[src/rtl/vpu_operand_stager.sv]
// Multi-channel operand stager: per-channel SRAM word streams land in credit-guarded
// FIFOs and are drained in lockstep as EXEC_DW-wide slices of each word.
module vpu_operand_stager #(
    parameter int unsigned CH_CNT     = 3,
    parameter int unsigned SRAM_DW    = 256,
    parameter int unsigned EXEC_DW    = 128,
    parameter int unsigned FIFO_DEPTH = 4,
    parameter int unsigned AW         = 10,
    parameter int unsigned LEN_W      = 8
) (
    input  logic                        clk,
    input  logic                        rst_n,
    input  logic                        start_i,
    input  logic [CH_CNT-1:0]           chan_en_i,
    input  logic [CH_CNT*AW-1:0]        base_addr_i,
    input  logic [LEN_W-1:0]            len_i,
    output logic                        busy_o,
    output logic                        done_o,
    output logic [CH_CNT-1:0]           sram_req_o,
    output logic [CH_CNT*AW-1:0]        sram_addr_o,
    input  logic [CH_CNT-1:0]           sram_ack_i,
    input  logic [CH_CNT-1:0]           sram_rvalid_i,
    input  logic [CH_CNT*SRAM_DW-1:0]   sram_rdata_i,
    output logic                        operand_valid_o,
    input  logic                        rden_i,
    output logic [CH_CNT*EXEC_DW-1:0]   operand_rdata_o
);

    localparam int unsigned RATIO = SRAM_DW / EXEC_DW;
    localparam int unsigned SL_W  = (RATIO > 1) ? $clog2(RATIO) : 1;
    localparam int unsigned PTR_W = (FIFO_DEPTH > 1) ? $clog2(FIFO_DEPTH) : 1;
    localparam int unsigned CNT_W = $clog2(FIFO_DEPTH) + 1;
    localparam int unsigned SUM_W = CNT_W + 1;

    typedef enum logic [1:0] {IDLE, RUN, FINISH} state_t;

    state_t state_q, state_d;

    logic [CH_CNT-1:0]  en_q;
    logic [LEN_W-1:0]   len_q;
    logic [AW-1:0]      base_q   [CH_CNT];
    logic [LEN_W-1:0]   issued_q [CH_CNT];
    logic [CNT_W-1:0]   outst_q  [CH_CNT];
    logic [CNT_W-1:0]   count_q  [CH_CNT];
    logic [PTR_W-1:0]   wptr_q   [CH_CNT];
    logic [PTR_W-1:0]   rptr_q   [CH_CNT];
    logic [SRAM_DW-1:0] mem_q    [CH_CNT][FIFO_DEPTH];
    logic [SL_W-1:0]    slice_q;

    logic [CH_CNT-1:0]  credit_ok, push, hs, pop_ch, not_empty, drained;
    logic               start_acc, consume, last_slice, pop, all_drained;

    assign start_acc  = start_i && (state_q != RUN);
    assign consume    = rden_i && operand_valid_o;
    assign last_slice = (slice_q == SL_W'(RATIO - 1));
    assign pop        = consume && last_slice;

    // Outstanding reads plus buffered words never exceed the FIFO depth, so rvalid
    // can always be accepted without backpressure.
    always_comb begin
        sram_req_o  = '0;
        sram_addr_o = '0;
        credit_ok   = '0;
        push        = '0;
        hs          = '0;
        pop_ch      = '0;
        not_empty   = '0;
        drained     = '0;
        for (int unsigned c = 0; c < CH_CNT; c++) begin
            credit_ok[c] = (SUM_W'(outst_q[c]) + SUM_W'(count_q[c])) < SUM_W'(FIFO_DEPTH);
            sram_req_o[c] = (state_q == RUN) && en_q[c] && (issued_q[c] < len_q) && credit_ok[c];
            sram_addr_o[c*AW +: AW] = base_q[c] + AW'(issued_q[c]);
            hs[c]        = sram_req_o[c] && sram_ack_i[c];
            push[c]      = sram_rvalid_i[c] && (outst_q[c] != '0);
            pop_ch[c]    = pop && en_q[c];
            not_empty[c] = (count_q[c] != '0);
            drained[c]   = (issued_q[c] == len_q) && (outst_q[c] == '0) && (count_q[c] == '0);
        end
    end

    assign all_drained = ((drained | ~en_q) == '1);

    always_comb begin
        operand_valid_o = (en_q != '0) && ((not_empty | ~en_q) == '1);
        operand_rdata_o = '0;
        for (int unsigned c = 0; c < CH_CNT; c++) begin
            if (en_q[c])
                operand_rdata_o[c*EXEC_DW +: EXEC_DW] =
                    mem_q[c][rptr_q[c]][int'(slice_q)*EXEC_DW +: EXEC_DW];
        end
    end

    always_ff @(posedge clk) begin
        if (!rst_n) state_q <= IDLE;
        else        state_q <= state_d;
    end

    always_comb begin
        state_d = state_q;
        unique case (state_q)
            IDLE, FINISH: begin
                if (start_i) state_d = ((len_i == '0) || (chan_en_i == '0)) ? FINISH : RUN;
                else         state_d = IDLE;
            end
            RUN:     if (all_drained && (slice_q == '0)) state_d = FINISH;
            default: state_d = IDLE;
        endcase
    end

    always_comb begin
        busy_o = (state_q == RUN);
        done_o = (state_q == FINISH);
    end

    always_ff @(posedge clk) begin
        if (!rst_n) begin
            en_q    <= '0;
            len_q   <= '0;
            slice_q <= '0;
            for (int unsigned c = 0; c < CH_CNT; c++) begin
                base_q[c]   <= '0;
                issued_q[c] <= '0;
                outst_q[c]  <= '0;
                count_q[c]  <= '0;
                wptr_q[c]   <= '0;
                rptr_q[c]   <= '0;
            end
        end else if (start_acc) begin
            en_q    <= chan_en_i;
            len_q   <= len_i;
            slice_q <= '0;
            for (int unsigned c = 0; c < CH_CNT; c++) begin
                base_q[c]   <= base_addr_i[c*AW +: AW];
                issued_q[c] <= '0;
                outst_q[c]  <= '0;
                count_q[c]  <= '0;
                wptr_q[c]   <= '0;
                rptr_q[c]   <= '0;
            end
        end else begin
            if (consume) slice_q <= last_slice ? '0 : slice_q + 1'b1;
            for (int unsigned c = 0; c < CH_CNT; c++) begin
                if (hs[c]) issued_q[c] <= issued_q[c] + 1'b1;
                outst_q[c] <= outst_q[c] + CNT_W'(hs[c]) - CNT_W'(push[c]);
                count_q[c] <= count_q[c] + CNT_W'(push[c]) - CNT_W'(pop_ch[c]);
                if (push[c])   wptr_q[c] <= wptr_q[c] + 1'b1;
                if (pop_ch[c]) rptr_q[c] <= rptr_q[c] + 1'b1;
            end
        end
    end

    always_ff @(posedge clk) begin
        for (int unsigned c = 0; c < CH_CNT; c++) begin
            if (push[c]) mem_q[c][wptr_q[c]] <= sram_rdata_i[c*SRAM_DW +: SRAM_DW];
        end
    end

    // Read data with nothing outstanding is a protocol violation by the SRAM side.
    always_ff @(posedge clk) begin
        for (int unsigned c = 0; c < CH_CNT; c++) begin
            if (rst_n && (state_q == RUN) && sram_rvalid_i[c])
                assert (outst_q[c] != '0);
        end
    end

endmodule
[config.mk]
export PLATFORM = sky130hd
export DESIGN_NAME = vpu_operand_stager
export DESIGN_NICKNAME = d
export VERILOG_FILES = /design/src/rtl/vpu_operand_stager.sv
export SDC_FILE = /design/constraint.sdc
export NUM_CORES = 2
export LEC_CHECK = 0
export CELL_PAD_IN_SITES_DETAIL_PLACEMENT = 1
export CELL_PAD_IN_SITES_GLOBAL_PLACEMENT = 1
export CORE_MARGIN = 4
export CORE_UTILIZATION = 40
export CTS_BUF_LIST = sky130_fd_sc_hd__clkbuf_4
export DETAILED_ROUTE_END_ITERATION = 16
export PLACE_DENSITY_LB_ADDON = 0.1
export SKIP_CTS_REPAIR_TIMING = 1
export SLEW_MARGIN = 30
export SYNTH_ARGS = -nofsm -noshare
export SYNTH_HDL_FRONTEND = slang
export SYNTH_SLANG_ARGS = --single-unit
[constraint.sdc]
create_clock -name clk -period 18.2 [get_ports clk]
set_input_delay 3.64 -clock clk [delete_from_list [all_inputs] [get_ports clk]]
set_output_delay 3.64 -clock clk [all_outputs]
set_load 0.03 [all_outputs]
# == After elaboration in Yosys (flattened, before gate mapping) ==
# Memory sizes are Yosys's and may differ from the RTL's.
# Cells that the tools add are included.
# totals
ff_bits,14
ramBits,3156
input_bits,819
output_inout_bits,420
wordCells,263
memories,7
# mem_list
name,depth,width,read_ports,rd_ports_with_merged_regs,wr,line_no,text
mem_q,3,1024,3,0,3,47,logic [SRAM_DW-1:0] mem_q [CH_CNT][FIFO_DEPTH];
base_q,3,10,3,0,3,41,logic [AW-1:0] base_q [CH_CNT];
issued_q,3,8,3,0,3,42,logic [LEN_W-1:0] issued_q [CH_CNT];
count_q,3,3,3,0,3,44,logic [CNT_W-1:0] count_q [CH_CNT];
outst_q,3,3,3,0,3,43,logic [CNT_W-1:0] outst_q [CH_CNT];
rptr_q,3,2,3,0,3,46,logic [PTR_W-1:0] rptr_q [CH_CNT];
+1 memories,-,-,-,-,-,-,
# op_classes
addsub,28
magnitude_cmp,15
eq_ne,9
shifts,3
n_mux,102
n_bitwise,44
reduce_logical,51
# op_table
cell,count
$mux W1024,3
$mux W256,9
$bmux W256 S2,3
$demux W256 S2,3
$shiftx A256 B9 Y128,3
$mux W128,3
$mux W8,6
$mux W1,44
$mux W3,12
$or A1 B1 Y1,33
$logic_and A1 B1 Y1,32
$add A10 B8 Y10,3
$mux W10,3
$mux W2,15
$add A8 B1 Y8 const B,3
$eq A8 B8 Y1,3
$lt A8 B8 Y1,3
$logic_not A3 Y1,7
$reduce_bool A3 Y1,7
$add A3 B1 Y3,6
$ge A3 B3 Y1 const B,6
$not A2 Y3,6
$sub A3 B1 Y3,6
$add A2 B1 Y2 const B,6
other kinds (16),27

# == Longest topological paths before layout ==
# logic_depth
ltp_word,12
mapped_depth,13

# == Least setup slack after synthesis ==
# Ideal clock, no wire load.
# synth_timing
path_kind,input-to-reg
start,input port sram_rvalid_i[1]
end,"memory mem_q[0][1024] in the netlist's numbering, enable pin"
setup_ns,0.649
t_arrival_ns,9.813
required_ns,17.551
path_slack_ns,7.738
cell_stages,2
cell_sequence,nor2b_1 > and2_1
# synth_rtl
item,line_no,text
"start, declared",22,"input logic [CH_CNT-1:0] sram_rvalid_i,"
"end, declared",47,

==> impl_metrics.py <==
metrics = {
    "run_status": {
        "status": "complete, no violations",
    },
    "hold_path": {
        "whs_path_depth": 1,
        "worstHoldStart": "state_q[0]",
        "hp-class": "register to register",
        "worstHoldEndpoint": "state_q[1]",
    },
    "finish": {
        "nFillCells": 28300,
        "area_growth_pct": 23.1,
        "final_area_um2": 152000,
        "final_nets": 8314,
        "drive_above_1_share_pct": 27.9,
    },
    "floorplan": {
        "start_util_pct": 40.3,
        "ios": 1239,
        "core_um2": 306000,
        "dieHeight_um": 563,
        "dieArea_um2": 317000,
        "rows": 203,
        "die_w_um": 563,
    },
    "sta": {
        "slew_headroom_pct": 34.8,
        "tns_ns": 0,
        "finalMaxSlewViolations": 0,
        "hold_viol": 0,
        "rsz0062_at_grt": "no",
        "max_freq_mhz": 102,
        "tightest_slew_ns": 0.974,
        "setup_viol": 0,
        "post-route-period-util_pct": 53.6,
        "skew_ns": 0.110,
        "fin_crit_ns": 9.76,
    },
    "detailed_routing": {
        "drc": 0,
        "detail-route-antenna-nets": 0,
        "routedWlPerCell_um": 27.9,
        "vias_per_cell": 5.18,
        "drt_iter0_drc": 4971,
        "vias": 63300,
        "dr.pass1.iters": 5,
        "wl_um": 341000,
    },
    "clocking": {
        "cts-buffers-inserted": 829,
        "cts_tree": "yes",
        "cts_sinks": 3170,
        "cts.path.max_buffers": 4,
        "htree_levels": 6,
        "clkLatencyLatePin_ns": 1.52,
        "cts_root_buffer": "clkbuf_4",
        "cts.clk_slew.worst_paths_ns": 0.06,
    },
    "place": {
        "dp_hpwl_um": 222000,
        "io_buffers": 1238,
        "dpl-instance-area_um2": 141000,
        "routabilityCongestion": 0.759,
    },
    "critical_path": {
        "r2r_cells": 7,
        "r2r-start": "outst_q[0][4]",
        "r2r_end": "mem_q[0][1792]",
        "critical_path_class": "register to output port",
        "cp-start-kind": "register",
        "cp.required_ns": 14.56,
        "crit_fanout": 83,
        "worstPathArrival_ns": 6.12,
        "reg2reg_setup_slack_ns": 13.63,
        "crit_path_end_kind": "output port",
    },
    "yosys": {
        "synthFlopType": "edfxtp_1",
        "ys_types": 59,
        "syn_avg_cell_area_um2": 22.5,
        "syn_area_um2": 123000,
        "synth_cells": 5494,
        "yosysTopAreaCellShare_pct": 76.8,
        "yosysWarnings": 0,
        "synth-edff-count": 3156,
        "synth-seq-cells": 3170,
        "yosys-top-cells-area": "edfxtp_1, mux4_2, mux2i_1",
        "synthArstFlopShare_pct": 0,
        "yosysTopAreaCell": "edfxtp_1",
        "seq_area_frac_synth_pct": 77.1,
    },
    "power": {
        "p_per_area_nw_per_um2": 107,
        "max-vdd-ir-drop_uv": 54.0,
        "p_leak_nw": 48.4,
    },
    "grt": {
        "grt_usage_pct": 21.2,
        "gr-total-overflow": 0,
        "grt_pass1_wl_um": 487000,
        "grt_pass1_vias": 68600,
        "antenna_found_initial": 285,
        "grt_start_max_net_pins": 141,
    },
    "run": {
        "maxCapViolCount": 0,
    },
}
==> layout make-up <==
type	count	area [µm²]	share of cell area, %
clock inverters	176	1190	0.787
flip-flops and latches	3170	95100	62.6
clock buffers	1248	9370	6.17
multi-input cells	2011	27000	17.8
inverters	54	208	0.137
well taps	4100	5130	3.38
repair buffers	1339	13500	8.91
diodes	127	318	0.209
==> cells in the mapped netlist (13+ instances only) <==
| master | number |
|---|---|
| inv_1 | 54 |
| nor2b_1 | 265 |
| dfxtp_1 | 14 |
| mux2i_1 | 384 |
| clkbuf_1 | 125 |
| ha_1 | 81 |
| nand2_1 | 21 |
| buf_1 | 34 |
| and2_1 | 56 |
| edfxtp_1 | 3156 |
| a211oi_2 | 20 |
| nor3_1 | 13 |
| mux4_2 | 768 |
| buf_2 | 111 |
| o21ai_0 | 20 |
| xnor2_1 | 46 |
| and3_1 | 13 |
| nand3_1 | 17 |
| nor2_1 | 178 |
==> critical path, cell delays in order (launching register included) <==
cell and delay, ns:
edfxtp_1 0.79, buf_6 0.61, buf_4 0.77, buf_12 0.63
mux4_2 0.35, mux2i_1 0.07, nor2b_1 0.47, clkdlybuf4s50_1 0.78
==> metal layers <==
metal  vias up  global-route usage [%]  part of all wire [%]
li1      27300                       -                     -
met1     32700                    25.3                    37
met2      2336                    34.5                    49
met3       797                    8.91                    10
met4       170                    7.56                   3.2
met5         -                       0                  0.32
==> registers in the layout (all words and copies together) (netlist names) <==
signal	count
base_q	30
count_q	9
en_q	3
issued_q	24
last_slice	1
len_q	8
mem_q	3072
outst_q	9
rptr_q	6
state_q	2
wptr_q	6
==> report_power, final <==
group | total (W) | switching [W] | internal [W]
Combinational | 0.00159 | 0.000885 | 0.000702
Sequential | 0.00854 | 0.0000922 | 0.00845
Clock | 0.00618 | 0.00289 | 0.00329
Total | 0.0163 | 0.00386 | 0.0124
==> cell usage in the layout (no fill, tap or decap), types with 81 or more instances in the layout <==
cell type,netlist,final
nor2_1,178,177
clkdlybuf4s50_1,0,1238
clkinv_1,0,111
nor2b_1,265,265
edfxtp_1,3156,3156
clkbuf_4,0,1248
mux2i_1,384,384
ha_1,81,81
mux4_2,768,768
diode_2,0,127
==> through the flow <==
step                      power [W]  hold slack (ns)  std cells  setup slack [ns]  util (%)
after floorplan             0.00964            0.475       5511              7.74         -
after global placement       0.0103            0.496      10700              9.31      45.9
after detailed placement     0.0103            0.518      10700              9.44      46.0
after CTS                    0.0166            0.531      12100              7.67      49.4
after global routing         0.0171            0.574      12100              7.87      49.5
final                        0.0163            0.529      12200              8.44      49.6
==> cell families (layout without fill, tap and decap cells) <==
group                    Yosys count  count (layout)  share of synthesized area [%]
AO/OA/AOI/OAI                     96              96                          0.640
XOR/XNOR                          55              55                          0.391
adder cells (fa/ha/maj)           90              90                          0.968
buffers and inverters            330            2817                           1.14
flip-flops                      3170            3170                           77.1
multiplexers                    1152            1152                           17.1
other                              1             145                        0.00304
AND/OR/NAND/NOR                  600             600                           2.67
==> worst max-delay path by stage <==
stage | endpoint | slack, ns | cells after the start | from
4_1_cts | operand_rdata_o[224] | 7.67 | 7 | rptr_q[0][2]
3_3_place_gp | operand_rdata_o[0] | 9.31 | 7 | rptr_q[0][0]
2_1_floorplan | mem_q[0][1024] | 7.74 | 2 | sram_rvalid_i[1]
5_1_grt | operand_rdata_o[0] | 7.87 | 7 | rptr_q[0][0]
3_5_place_dp | operand_rdata_o[224] | 9.44 | 7 | rptr_q[0][2]
6_report | operand_rdata_o[224] | 8.44 | 7 | rptr_q[0][2]
Note: power is estimated with default switching activity, not from simulation.
